--- config.mk ---
export PLATFORM = sky130hd
export DESIGN_NAME = ospi_host_ctrl
export DESIGN_NICKNAME = d
export VERILOG_FILES = /design/src/rtl/ospi_host_ctrl.sv
export SDC_FILE = /design/constraint.sdc
export NUM_CORES = 1
export LEC_CHECK = 0
export BUFFER_PORTS_ARGS = -buffer_cell sky130_fd_sc_hd__buf_2
export CAP_MARGIN = 10
export CORE_MARGIN = 1
export CORE_UTILIZATION = 60
export DETAILED_ROUTE_END_ITERATION = 8
export GPL_TIMING_DRIVEN = 0
export PLACE_DENSITY = 0.82
export SYNTH_ARGS = -nofsm -noshare
export SYNTH_HDL_FRONTEND = slang
export SYNTH_SLANG_ARGS = --single-unit
--- constraint.sdc ---
create_clock -name clk -period 5.05 [get_ports clk]
set_input_delay 0.2525 -clock clk [delete_from_list [all_inputs] [get_ports clk]]
set_output_delay 0.2525 -clock clk [all_outputs]
set_load 0.05 [all_outputs]
--- src/rtl/ospi_host_ctrl.sv ---
// ospi_host_ctrl: single-byte OSPI host controller.
// Each frame is an opcode byte, ADDR_BYTES address bytes (MSB first), and then one of:
// a write data byte, DUMMY_CYCLES dummy periods plus a read data byte, or nothing (erase).
// One OSPI_CLK period spans two clk cycles: cycle A drives OSPI_CLK low, cycle B drives it high.
// The reserved opcode produces no frame. It only returns an error response.
module ospi_host_ctrl #(
  parameter int WIDTH        = 8,
  parameter int ADDR_BYTES   = 1,
  parameter int DUMMY_CYCLES = 4,
  parameter int CS_IDLE      = 2
) (
  input  logic                    clk,
  input  logic                    reset_n,
  input  logic                    cmd_valid,
  output logic                    cmd_ready,
  input  logic [1:0]              cmd_op,
  input  logic [8*ADDR_BYTES-1:0] cmd_addr,
  input  logic [WIDTH-1:0]        cmd_wdata,
  output logic                    rsp_valid,
  output logic [WIDTH-1:0]        rsp_rdata,
  output logic                    rsp_err,
  output logic                    OSPI_CLK,
  output logic                    OSPI_CS,
  output logic [WIDTH-1:0]        OSPI_IO_O,
  output logic                    OSPI_IO_OE,
  input  logic [WIDTH-1:0]        OSPI_IO_I
);

  localparam int AW = 8 * ADDR_BYTES;

  localparam logic [2:0] S_IDLE  = 3'd0;
  localparam logic [2:0] S_CMD   = 3'd1;
  localparam logic [2:0] S_ADDR  = 3'd2;
  localparam logic [2:0] S_DUMMY = 3'd3;
  localparam logic [2:0] S_DATA  = 3'd4;
  localparam logic [2:0] S_GAP   = 3'd5;

  localparam logic [1:0] OP_READ  = 2'b00;
  localparam logic [1:0] OP_WRITE = 2'b01;
  localparam logic [1:0] OP_RSVD  = 2'b11;

  localparam logic [15:0] ADDR_LAST  = 16'(ADDR_BYTES - 1);
  localparam logic [15:0] DUMMY_LAST = (DUMMY_CYCLES > 0) ? 16'(DUMMY_CYCLES - 1) : 16'd0;
  localparam logic [15:0] GAP_LAST   = (CS_IDLE > 1) ? 16'(CS_IDLE - 1) : 16'd0;

  logic [2:0]       state;
  // ph selects the half of the OSPI_CLK period: 0 is cycle A (clock low), 1 is cycle B (clock high).
  logic             ph;
  // cnt is shared. It counts address bytes, dummy periods and gap cycles, depending on the state.
  logic [15:0]      cnt;
  logic [1:0]       op_q;
  logic [AW-1:0]    addr_q;
  logic [WIDTH-1:0] wdata_q;
  logic [WIDTH-1:0] rdata_q;
  logic             err_q;
  logic             cs_active;
  logic [WIDTH-1:0] tx_byte;

  // Frame sequencer: accepts a command, then steps through the frame phases period by period.
  // NOTE: state registers use non-blocking (<=) so every flop samples pre-edge values; blocking here would create order-dependent races.
  always_ff @(posedge clk or negedge reset_n) begin
    if (!reset_n) begin
      state   <= S_IDLE;
      ph      <= 1'b0;
      cnt     <= '0;
      op_q    <= '0;
      addr_q  <= '0;
      wdata_q <= '0;
      rdata_q <= '0;
      err_q   <= 1'b0;
    end else begin
      case (state)
        S_IDLE: begin
          if (cmd_valid && cmd_ready) begin
            op_q    <= cmd_op;
            addr_q  <= cmd_addr;
            wdata_q <= cmd_wdata;
            ph      <= 1'b0;
            cnt     <= '0;
            if (cmd_op == OP_RSVD) begin
              // A reserved opcode skips the bus entirely.
              // It spends one GAP cycle to raise the error response.
              err_q   <= 1'b1;
              rdata_q <= '0;
              state   <= S_GAP;
            end else begin
              err_q <= 1'b0;
              state <= S_CMD;
            end
          end
        end
        S_CMD: begin
          ph <= ~ph;
          if (ph) begin
            cnt   <= '0;
            state <= S_ADDR;
          end
        end
        S_ADDR: begin
          ph <= ~ph;
          if (ph) begin
            // Shift the next address byte into the MSB position, where it is driven from.
            addr_q <= addr_q << 8;
            if (cnt == ADDR_LAST) begin
              cnt <= '0;
              case (op_q)
                OP_READ:  state <= (DUMMY_CYCLES > 0) ? S_DUMMY : S_DATA;
                OP_WRITE: state <= S_DATA;
                default: begin
                  rdata_q <= '0;
                  state   <= S_GAP;
                end
              endcase
            end else begin
              cnt <= cnt + 16'd1;
            end
          end
        end
        S_DUMMY: begin
          ph <= ~ph;
          if (ph) begin
            if (cnt == DUMMY_LAST) begin
              cnt   <= '0;
              state <= S_DATA;
            end else begin
              cnt <= cnt + 16'd1;
            end
          end
        end
        S_DATA: begin
          ph <= ~ph;
          if (ph) begin
            // Read data is sampled on the edge that closes cycle B, at the end of the last clock-high half.
            rdata_q <= (op_q == OP_READ) ? OSPI_IO_I : '0;
            cnt     <= '0;
            state   <= S_GAP;
          end
        end
        S_GAP: begin
          if (err_q || cnt == GAP_LAST) begin
            cnt   <= '0;
            state <= S_IDLE;
          end else begin
            cnt <= cnt + 16'd1;
          end
        end
        default: state <= S_IDLE;
      endcase
    end
  end

  // Byte driven onto the bus in the current phase.
  // NOTE: every always_comb output gets a default first, so no path can leave it unassigned and infer a latch.
  always_comb begin
    tx_byte = '0;
    case (state)
      S_CMD: begin
        case (op_q)
          OP_READ:  tx_byte = WIDTH'(8'h03);
          OP_WRITE: tx_byte = WIDTH'(8'h02);
          default:  tx_byte = WIDTH'(8'h20);
        endcase
      end
      S_ADDR: tx_byte = WIDTH'(addr_q[AW-1 -: 8]);
      S_DATA: tx_byte = wdata_q;
      default: tx_byte = '0;
    endcase
  end

  // Bus and handshake outputs decode directly from state, so reset forces them idle immediately.
  always_comb begin
    cs_active  = (state == S_CMD) || (state == S_ADDR) || (state == S_DUMMY) || (state == S_DATA);
    OSPI_CS    = ~cs_active;
    OSPI_CLK   = cs_active & ph;
    OSPI_IO_OE = (state == S_CMD) || (state == S_ADDR) || ((state == S_DATA) && (op_q == OP_WRITE));
    OSPI_IO_O  = OSPI_IO_OE ? tx_byte : '0;
    cmd_ready  = (state == S_IDLE) && reset_n;
    rsp_valid  = (state == S_GAP) && (cnt == 16'd0);
    rsp_err    = rsp_valid & err_q;
    rsp_rdata  = rdata_q;
  end

endmodule

Yosys cells after proc, flatten, opt, wreduce, memory -nomap -nowiden

Index checks and enable logic that the tools add are counted.

Register bits: 47
Input port bits: 29
Output and inout port bits: 22
Logic and storage cells: 94

$add $sub $neg: 1
Eq/ne operators: 20
Mux-type cells: 36
Bitwise gates (word level): 4
Reduce and logical (&&, ||, !) cells: 25

Operators by type and width:

| kind                    | count |
|---|---|
| $mux W16                | 7 |
| $mux W8                 | 10 |
| $pmux W16 S5            | 1 |
| $pmux W8 S3             | 2 |
| $mux W3                 | 9 |
| $ne A2 B2 Y1 const B    | 10 |
| $pmux W3 S6             | 1 |
| $add A16 B1 Y16 const B | 1 |
| $eq A16 B1 Y1 const B   | 1 |
| $eq A16 B2 Y1 const B   | 1 |
| $logic_not A16 Y1       | 1 |
| $pmux W8 S2             | 1 |
| $pmux W6 S2             | 1 |
| $reduce_and A8 Y1       | 1 |
| $reduce_and A7 Y1       | 1 |
| $eq A3 B2 Y1 const B    | 2 |
| $eq A3 B3 Y1 const B    | 2 |
| $pmux W3 S2             | 1 |
| $logic_or A1 B1 Y1      | 5 |
| $reduce_and A5 Y1       | 1 |
| $reduce_bool A5 Y1      | 1 |
| $logic_and A1 B1 Y1     | 4 |
| $reduce_and A2 Y1       | 2 |
| $reduce_bool A2 Y1      | 2 |
| other kinds (14)        | 18 |

Longest topological paths before layout

Gate-level depths: netlist of the first run.

Depth in word-level cells: 6
Gate-level depth with buffers: 8

Worst setup path before layout of the first run

OpenSTA, ideal clock, no wires.

Path kind: register to output
Start point: reg cnt[3]
End point: out rsp_err
Data arrival time: 2.190 ns
Data required time: 4.798 ns
Slack: 2.608 ns
Stages on the path, launching flop included: 5
Cells stage by stage: dfrtp_1 nor4_1 and4_1 nand2_2 nor3_1

Cells in the longest elaborated chain, start to end: 3

RTL lines:

| item                     | RTL line | source |
|---|---|---|
| start: declaration       | 50       | `logic [15:0] cnt;` |
| start signal: assignment | 115      | `cnt <= cnt + 16'd1;` |
| start signal: assignment | 126      | `cnt <= cnt + 16'd1;` |
| start signal: assignment | 144      | `cnt <= cnt + 16'd1;` |
| $logic_not A16 Y1        | 178      | `rsp_valid = (state == S_GAP) && (cnt == 16'd0);` |
| $logic_and A1 B1 Y1      | 178      |  |
| $and A1 B1 Y1            | 179      | `rsp_err = rsp_valid & err_q;` |
| end: declaration         | 21       | `output logic rsp_err,` |

Every way passes these cells.

Final worst setup path of the first run

Start point: reg state[0]
End point: out OSPI_IO_O[0]

Cells in the longest elaborated chain, start to end: 4
Elaborated cells on any way between the ends: 8
Those cells by class: eq/ne: 3; mux: 2; reduce/logical: 3

RTL lines:

| item                                                                | RTL line | source |
|---|---|---|
| start: declaration                                                  | 46       | `logic [2:0] state;` |
| start signal: assignment                                            | 107      | `OP_READ: state <= (DUMMY_CYCLES > 0) ? S_DUMMY : S_DATA;` |
| parallel branches: the longest is 3 deep, another holds $pmux W8 S3 | n/a      |  |
| $mux W8 (*)                                                         | 176      | `OSPI_IO_O = OSPI_IO_OE ? tx_byte : '0;` |
| end: declaration                                                    | 24       | `output logic [WIDTH-1:0] OSPI_IO_O,` |

Every way passes the cells marked *.

==> summary.txt, run 1 <==
Yosys
  • Synth Area in XOR/XNOR: 0.0292
  • Synth Area in Compound Gates: 0.160
  • Adder-Cell Fraction of Synth Area: 0.0139
  • Synth Flop Type: dfrtp_1
  • Yosys reg bits: 47
  • Post-Syn Instances: 309
  • Top-area cell type share of the netlist area: 0.435
  • Top cells by area, synth: dfrtp_1, nand2_1, nor2_1, mux2i_1, a22o_1
  • Multiplexer share of the synthesized area: 0.0459
  • Most numerous cell in the Yosys netlist: nand2_1
  • Post-synthesis simple-gate area fraction: 0.267
  • Seq/Total Area, Yosys: 0.435
  • Cell area after synthesis: 2700 sq um
  • Largest family of logic cells by synthesized area: simple AND/OR/NAND/NOR gates
  • Synth warn: 0
  • Async S/R FF share, synth: 1.00
  • Number of synthesized flops with an enable pin: 0
  • Top cells by count, synth: nand2_1, dfrtp_1, nor2_1
  • Synth area leader: dfrtp_1
  • Mapped Nets: 341
  • Synth cell types: 54
  • Syn_area_per_cell: 8.74 sq um

Clock tree
  • Clock buffer count from CTS: 5
  • Root Driver: clkbuf_8
  • H-tree level count: 2
  • Post_cts resized: 0
  • Cts hold-fix bufs: 0
  • TritonCTS clock tree: yes
  • Clock transition at the registers of the reported paths: 90 ps
  • Maximum root-to-sink buffer count: 2
  • Clock Latency Late Sink: 300 ps
  • # clock sinks: 47
  • Post-CTS setup repair buffer count: 0

Finish
  • Nets: 398
  • Antenna cells: 0
  • Fraction of layout cells with a size suffix above 1: 0.224
  • Area Growth Syn to Fin: 15.7%
  • Post-layout util: 0.718

STA
  • Final Hold Vio Count: 0
  • Relative slew margins: 0.273
  • Fin. max-slew vios: 0
  • TNS Setup: 0 ps
  • Fmax: 358 MHz
  • Period utilization: 0.553
  • Tmin final: 2790 ps
  • Final setup viols: 0
  • Clock skew: 11.1 ps
  • RSZ-0062 raised after global routing: false
  • Final Worst Setup Slack: 2260 ps
  • Slew @ Worst Pin: 1090 ps

Outcome
  • Status: completed

Placement
  • Routability Congestion: 0.876
  • Dpl ws: 2140 ps
  • Hpwl dp: 4290 microns
  • # port buffers: 50

Drt
  • Vias per inst: 5.79
  • Initial DRC count: 199
  • WL/cell: 14.4 microns
  • Via count: 2420
  • First-pass DRT Iterations: 4
  • WL final: 6030 microns
  • Routed Antenna Nets: 0
  • # DRC: 0

GRT
  • GRT overflow: 0
  • GR Util All Layers: 0.274
  • First-pass GRT wire length: 10600 microns
  • Initial antenna violation count: 0
  • Vias in the first global route: 2334
  • Pin count of the biggest net entering global routing: 51

Power and ir drop
  • VDD IR-drop max: 0.000277 V
  • Gate power share: 0.575
  • Net switching power: 0.979 mW
  • Total power: 1.98 mW
  • P_int: 0.997 mW
  • Seq pwr share: 0.291
  • Pwr Density: 632 nW/um^2
  • Switching share of power: 0.495
  • Leak: 1.51 nW
  • Clock group share of total power: 0.134

Setup path
  • CP Buf/Inv Count: 3
  • Crit. Startpoint: state[0]
  • Cell depth of the worst setup path: 6
  • CP top delay family: simple AND/OR/NAND/NOR gates
  • Slowest stage delay, CP: 760 ps
  • WS Path Type: flip-flop to output pin
  • Startpoint types: flip-flop
  • CP max FO: 10
  • Worst r2r src: cnt[1]
  • CP cell instances: buf_4, clkbuf_1, nor3_1, nand2_1, o21ai_0, buf_2
  • Worst setup path end: OSPI_IO_O[0]
  • Crit path capture type: output pin
  • CP required: 4800 ps
  • Reg2Reg Setup Slack: 2770 ps
  • CP arrival: 2540 ps
  • Worst-case reg-to-reg path depth: 7
  • Worst r2r dst: cnt[8]
  • Crit-path slowest cell: nor3_1

Run
  • Max Cap Viol: 0

Floorplan
  • Die Span X: 69.1 microns
  • DIE AREA: 4770 sq um
  • Die H: 69.1 microns
  • Num ports: 51
  • Core area: 4350 sq um
  • FP Rows: 24
  • Starting Density: 0.620

Hold path
  • Start point of the worst hold path: cmd_wdata[1]
  • Class of the worst hold path: input pin to flip-flop
==> registers in the layout, summed over array words and instances (netlist names) <==
register	count
addr_q	8
cnt	16
err_q	1
op_q	2
ph	1
rsp_rdata	8
state	3
wdata_q	8
==> worst min path at each step <==
stage                  to  slack (ps)  cells past startpoint
2_1_floorplan   addr_q[0]         -40                      0
3_3_place_gp   wdata_q[5]         440                      3
3_5_place_dp   wdata_q[1]         450                      3
4_1_cts        wdata_q[1]         130                      3
5_1_grt        wdata_q[6]         140                      3
6_report       wdata_q[1]         130                      3
==> layout by cell type, fill, tap and decap left out, drive strengths merged, types with 4 or more instances in the layout <==
| cell type | Yosys | layout |
|---|---|---|
| nand2 | 71 | 71 |
| dfrtp | 47 | 47 |
| nand4 | 7 | 7 |
| o21ai | 18 | 18 |
| a21o | 6 | 6 |
| buf | 7 | 57 |
| clkbuf | 7 | 13 |
| a22o | 10 | 10 |
| a21oi | 8 | 8 |
| mux2i | 9 | 9 |
| xor2 | 7 | 7 |
| nor2b | 4 | 4 |
| nor2 | 29 | 29 |
| nor4 | 4 | 4 |
| inv | 15 | 15 |
| nand3 | 10 | 10 |
| nor3 | 9 | 9 |
==> tightest hold or removal path: cells and delay by family <==
kind,cells,cell delay (ps)
and+or+nand+nor,2,80
buffers and inverters,1,70
==> per-layer routing <==
metal  vias to the layer above  GRT usage  wire length, microns
met2                        68      0.430                  2880
met5                         -          0                     0
met1                      1165      0.381                  2800
met4                         0     0.0884                    91
met3                        10     0.0585                   265
li1                       1177          -                     -
==> metrics by stage <==
step	cell area, sq um	hold WS, ps	instances
after floorplan	2700	-43.1	309
after global placement	3020	444	411
after detailed placement	3020	449	411
after CTS	3120	127	418
after global routing	3130	142	418
final	3130	134	418
==> power groups by stage <==
stage               Combinational [mW]  Clock, mW  Sequential [mW]
floorplan                        0.795          0            0.663
global route                      1.23      0.287            0.588
detailed placement                1.12          0            0.581
finish                            1.14      0.265            0.575
global placement                  1.11          0            0.574
CTS                               1.13      0.276            0.573
==> kinds of logic after synthesis <==
logic type | after synthesis
XOR/XNOR | 9
adder cells (fa/ha/maj) | 3
buffers and inverters | 29
AND/OR/NAND/NOR | 151
multiplexers | 12
AO/OA/AOI/OAI | 58
flip-flops | 47
==> cell type report <==
cell class / instances / area, sq um
Multi-Input combinational cell: 233 / 1400
Fill cell: 363 / 1230
Sequential cell: 47 / 1180
Timing Repair Buffer: 50 / 250
Buffer: 14 / 75.1
Clock buffer: 6 / 72.6
Tap cell: 52 / 65.1
Inverter: 15 / 56.3
Clock inverter: 1 / 30.0
(Power assumes the default switching activity.)
==> inputs of run 2 (changes only) <==
--- a/config.mk
+++ b/config.mk
@@ -8,10 +8,10 @@
 export BUFFER_PORTS_ARGS = -buffer_cell sky130_fd_sc_hd__buf_2
 export CAP_MARGIN = 10
 export CORE_MARGIN = 1
-export CORE_UTILIZATION = 60
+export CORE_UTILIZATION = 55
 export DETAILED_ROUTE_END_ITERATION = 8
 export GPL_TIMING_DRIVEN = 0
-export PLACE_DENSITY = 0.82
+export PLACE_DENSITY = 0.76
 export SYNTH_ARGS = -nofsm -noshare
 export SYNTH_HDL_FRONTEND = slang
 export SYNTH_SLANG_ARGS = --single-unit
==> constraint.sdc (replaced) <==
create_clock -name clk -period 2.8 [get_ports clk]
set_input_delay 0.14 -clock clk [delete_from_list [all_inputs] [get_ports clk]]
set_output_delay 0.14 -clock clk [all_outputs]
set_load 0.05 [all_outputs]
==> run 2 against run 1 <==
Power increased by 86%. Non-clock buffer count grew 1. Cell count rose by 4.1%. Utilization fell by 4.5 points. Final area is 1.7% higher. Register-to-register slack got worse by 2300 ps. Hold slack got worse by 110 ps. Global-route usage shrank 2.1 points. Worst setup slack worse by 1900 ps. Wire length up 1.0%. Critical endpoint is now cnt[9].
==> summary.txt, run 2 (synthesized netlist as in run 1, its figures left out) <==
Outcome
  • Status: completed

Setup path
  • CP required: 2970 ps
  • Crit. Startpoint: reset_n
  • Crit path capture type: flip-flop
  • Startpoint types: input pin
  • Worst r2r src: cnt[1]
  • CP arrival: 2610 ps
  • WS Path Type: input pin to flip-flop
  • CP max FO: 50

GRT
  • Met2 Use GR: 0.405
  • First-pass GRT wire length: 10400 microns
  • Pin count of the biggest net entering global routing: 51
  • GR Util All Layers: 0.254
  • Vias in the first global route: 2314
  • GR Layer Usage met1: 0.351
  • Grt peak-use layer: met2
  • GRT overflow: 0
  • Initial antenna violation count: 0
  • Met3 Track Usage GR: 0.0514

Finish
  • Max reg flops: 16
  • Final non-filler cell total: 435
  • Most frequent cells in the layout: nand2_1, buf_2, dfrtp_1, nor2_1, o21ai_0
  • Post-layout util: 0.673
  • Antenna cells: 0
  • Commonest non-fill, non-tap cell in the layout: nand2_1
  • Area Growth Syn to Fin: 17.6%
  • Top reg by flops: cnt
  • Post-route cell area: 3180 sq um
  • Nets: 399
  • Fraction of layout cells with a size suffix above 1: 0.228

Hold path
  • Start point of the worst hold path: cmd_wdata[0]
  • Class of the worst hold path: input pin to flip-flop

Drt
  • Via count: 2434
  • WL final: 6100 microns
  • First-pass DRT Iterations: 4
  • Vias per inst: 5.60
  • # DRC: 0
  • Initial DRC count: 215
  • WL/cell: 14.0 microns
  • Routed Antenna Nets: 0

Clock tree
  • Maximum root-to-sink buffer count: 2
  • H-tree level count: 2
  • Root Driver: clkbuf_8
  • # clock sinks: 47
  • Clock transition at the registers of the reported paths: 90 ps
  • Clock Latency Late Sink: 300 ps
  • Clock buffer count from CTS: 5
  • TritonCTS clock tree: yes
  • Cts hold-fix bufs: 0

STA
  • Tmin final: 2440 ps
  • RSZ-0062 raised after global routing: false
  • Relative slew margins: 0.286
  • Fmax: 410 MHz
  • Slew @ Worst Pin: 1070 ps
  • Minimum hold slack: 28.0 ps
  • Final Worst Setup Slack: 362 ps
  • Fin. max-slew vios: 0
  • TNS Setup: 0 ps
  • Clock skew: 6.79 ps
  • Final setup viols: 0
  • Period utilization: 0.871
  • Final Hold Vio Count: 0

Power and ir drop
  • Leak: 1.53 nW
  • Clock group share of total power: 0.159
  • Total power: 3.67 mW
  • VDD IR-drop max: 0.000489 V
  • Gate power share: 0.561
  • P_int: 1.89 mW
  • Pwr Density: 1160 nW/um^2
  • Net switching power: 1.78 mW
  • Switching share of power: 0.484
  • Seq pwr share: 0.280

Placement
  • Dpl cell area: 3040 sq um
  • Routability Congestion: 0.855
  • Dpl ws: -23.1 ps
  • # port buffers: 50
  • Hpwl dp: 4420 microns
  • Placed cells: 427

Floorplan
  • Die Span X: 72.1 microns
  • DIE AREA: 5200 sq um
  • Die H: 72.1 microns
  • Num ports: 51
  • FP Rows: 25
  • Core area: 4720 sq um
  • Starting Density: 0.572

Run
  • Max Cap Viol: 0
[run 2: changes by cell type in the layout (fill, tap and decap cells not counted)]
cell and delta:
bufinv_16 +1, nor4_2 -1, buf_2 +1, nor4_1 +1
nor3_1 -1, nor3_2 +1
[run 2: power by group through the flow]
stage | Combinational, mW | Clock (mW) | Sequential (mW)
after floorplan | 1.43 | 0 | 1.20
after global placement | 2.00 | 0 | 1.04
after detailed placement | 2.05 | 0 | 1.04
after CTS | 2.06 | 0.594 | 1.03
after global routing | 2.24 | 0.620 | 1.06
final | 2.06 | 0.585 | 1.03
[run 2: layout make-up]
cell class,instances,area [sq um]
Buffer,14,75.1
Clock inverter,2,60.1
Multi-Input combinational cell,233,1400
Inverter,15,56.3
Timing Repair Buffer,51,255
Fill cell,398,1550
Tap cell,67,83.8
Sequential cell,47,1180
Clock buffer,6,72.6
[run 2: metal layers]
metal	up-vias	part of all wire
li1	1180	-
met1	1170	0.46
met2	76	0.48
met3	8	0.046
met4	0	0.011
met5	-	0
[run 2: timing repair]
action                                  in CTS  in global routing
setup buffers                                0                  0
endpoints found under the setup margin       0                  1
resized for setup                            0                  1
[run 2: worst paths after layout]
path	cells after the start	end	slack, ps
hold / removal	3	wdata_q[0]	30
hold reg to reg	2	wdata_q[4]	490
setup reg to reg	8	cnt[15]	510
max in group asynchronous	1	err_q	2120
min in group asynchronous	1	wdata_q[0]	40
setup / recovery	6	cnt[9]	360
[run 2: worst max-delay path: stages]
cell       delay [ps]
buf_2             790
a211oi_1          180
o21ai_1           610
nand2_2           190
a2111oi_4         580
nor2_1            100
==> inputs of run 3 (changes only) <==
==> constraint.sdc (replaced) <==
create_clock -name clk -period 2.8 [get_ports clk]
set_input_delay 0.14 -clock clk [delete_from_list [all_inputs] [get_ports clk]]
set_output_delay 0.14 -clock clk [all_outputs]
set_load 0.02 [all_outputs]
==> run 3 against run 2 <==
Clock power barely moved. Utilization fell by 0.11 points. Die area did not move. Wire length rose by 0.21%. Critical path depth did not move. Sequential power barely moved. Critical endpoint is now OSPI_IO_O[0].
==> summary.txt, run 3 (synthesized netlist as in run 1, its figures left out) <==
Placement
  • Hpwl dp: 4420 microns
  • Placed cells: 427
  • Dpl ws: -23.1 ps
  • Dpl cell area: 3040 sq um
  • # port buffers: 50
  • Routability Congestion: 0.855

Setup path
  • Worst-case reg-to-reg path depth: 8
  • CP required: 2660 ps
  • CP arrival: 2440 ps
  • CP max FO: 10
  • WS Path Type: flip-flop to output pin
  • Crit path capture type: output pin
  • Startpoint types: flip-flop

Finish
  • Nets: 399
  • Fraction of layout cells with a size suffix above 1: 0.226
  • Final non-filler cell total: 435
  • Post-route cell area: 3170 sq um
  • Commonest non-fill, non-tap cell in the layout: nand2_1
  • Antenna cells: 0
  • Top reg by flops: cnt
  • Max reg flops: 16
  • Post-layout util: 0.672
  • Most frequent cells in the layout: nand2_1, buf_2, dfrtp_1, nor2_1, o21ai_0
  • Area Growth Syn to Fin: 17.5%
  • Fill cells: 399

Power and ir drop
  • VDD IR-drop max: 0.000490 V
  • Leak: 1.53 nW
  • Pwr Density: 1050 nW/um^2

GRT
  • First-pass GRT wire length: 10400 microns
  • GRT overflow: 0
  • Vias in the first global route: 2314
  • Pin count of the biggest net entering global routing: 51
  • Initial antenna violation count: 0
  • GR Util All Layers: 0.254

STA
  • Period utilization: 0.920
  • Final Hold Vio Count: 0
  • Relative slew margins: 0.290
  • Fin. max-slew vios: 0
  • Clock skew: 4.90 ps
  • RSZ-0062 raised after global routing: false
  • TNS Setup: 0 ps
  • Slew @ Worst Pin: 1060 ps
  • Tmin final: 2580 ps
  • Final setup viols: 0
  • Final Worst Setup Slack: 225 ps
  • Fmax: 388 MHz

Drt
  • # DRC: 0
  • Via count: 2421
  • Initial DRC count: 188
  • Routed Antenna Nets: 0
  • Vias per inst: 5.57
  • WL/cell: 14.0 microns
  • First-pass DRT Iterations: 4
  • WL final: 6110 microns

Clock tree
  • TritonCTS clock tree: yes
  • Cts hold-fix bufs: 0
  • Maximum root-to-sink buffer count: 2
  • Post_cts resized: 0
  • Clock Latency Late Sink: 300 ps
  • Root Driver: clkbuf_8
  • # clock sinks: 47
  • Post-CTS setup repair buffer count: 0
  • Clock transition at the registers of the reported paths: 80 ps
  • H-tree level count: 2
  • Clock buffer count from CTS: 5

Floorplan
  • Starting Density: 0.572
  • Die H: 72.1 microns
  • FP Rows: 25
  • DIE AREA: 5200 sq um
  • Num ports: 51
  • Core area: 4720 sq um
  • Die Span X: 72.1 microns

Hold path
  • Class of the worst hold path: input pin to async pin

Run
  • Max Cap Viol: 0

Outcome
  • Status: completed
[run 3: changes by cell type in the layout (fill, tap and decap cells not counted)]
cell,change
nor3_1,+1
nor3_2,-1
[run 3: layout make-up]
class / instances / area (sq um) / area share
Tap cell: 67 / 83.8 / 0.0264
Clock buffer: 6 / 72.6 / 0.0229
Multi-Input combinational cell: 233 / 1390 / 0.439
Timing Repair Buffer: 51 / 255 / 0.0804
Buffer: 14 / 75.1 / 0.0237
Clock inverter: 2 / 60.1 / 0.0189
Sequential cell: 47 / 1180 / 0.371
Inverter: 15 / 56.3 / 0.0177
[run 3: worst paths after layout]
path | slack (ps) | to | from
setup / recovery | 220 | OSPI_IO_O[0] | state[0]
hold / removal | 30 | wdata_q[0] | reset_n
setup reg to reg | 500 | cnt[15] | cnt[1]
hold reg to reg | 490 | wdata_q[2] | wdata_q[2]
max in group asynchronous | 2130 | err_q | reset_n
min in group clk | 30 | wdata_q[0] | cmd_wdata[0]
[run 3: worst max-delay path: stages (launching register included)]
cell and delay, ps:
dfrtp_1 460, buf_4 210, clkbuf_1 240, nor3_1 780, nand2_1 120, o21ai_0 120
buf_2 200
[run 3: stage by stage]
step           hold slack, ps  power (mW)
2_1_floorplan            -156        2.31
4_1_cts                  26.1        3.35
5_1_grt                  27.2        3.59
3_3_place_gp              331        2.71
3_5_place_dp              338        2.76
6_report                 26.9        3.35
[run 3: per-layer routing]
layer	GRT usage	wire, microns	up-vias
met2	0.405	2960	75
met3	0.0514	316	8
met5	0	0	-
met1	0.351	2760	1153
li1	-	-	1185
met4	0.0763	68	0
[run 3: report_power, final]
part | total (mW) | internal [mW] | leakage (nW) | switching [mW]
registers | 1.03 | 0.891 | 0.621 | 0.137
clock network | 0.586 | 0.357 | 0.0654 | 0.229
logic | 1.73 | 0.645 | 0.839 | 1.09
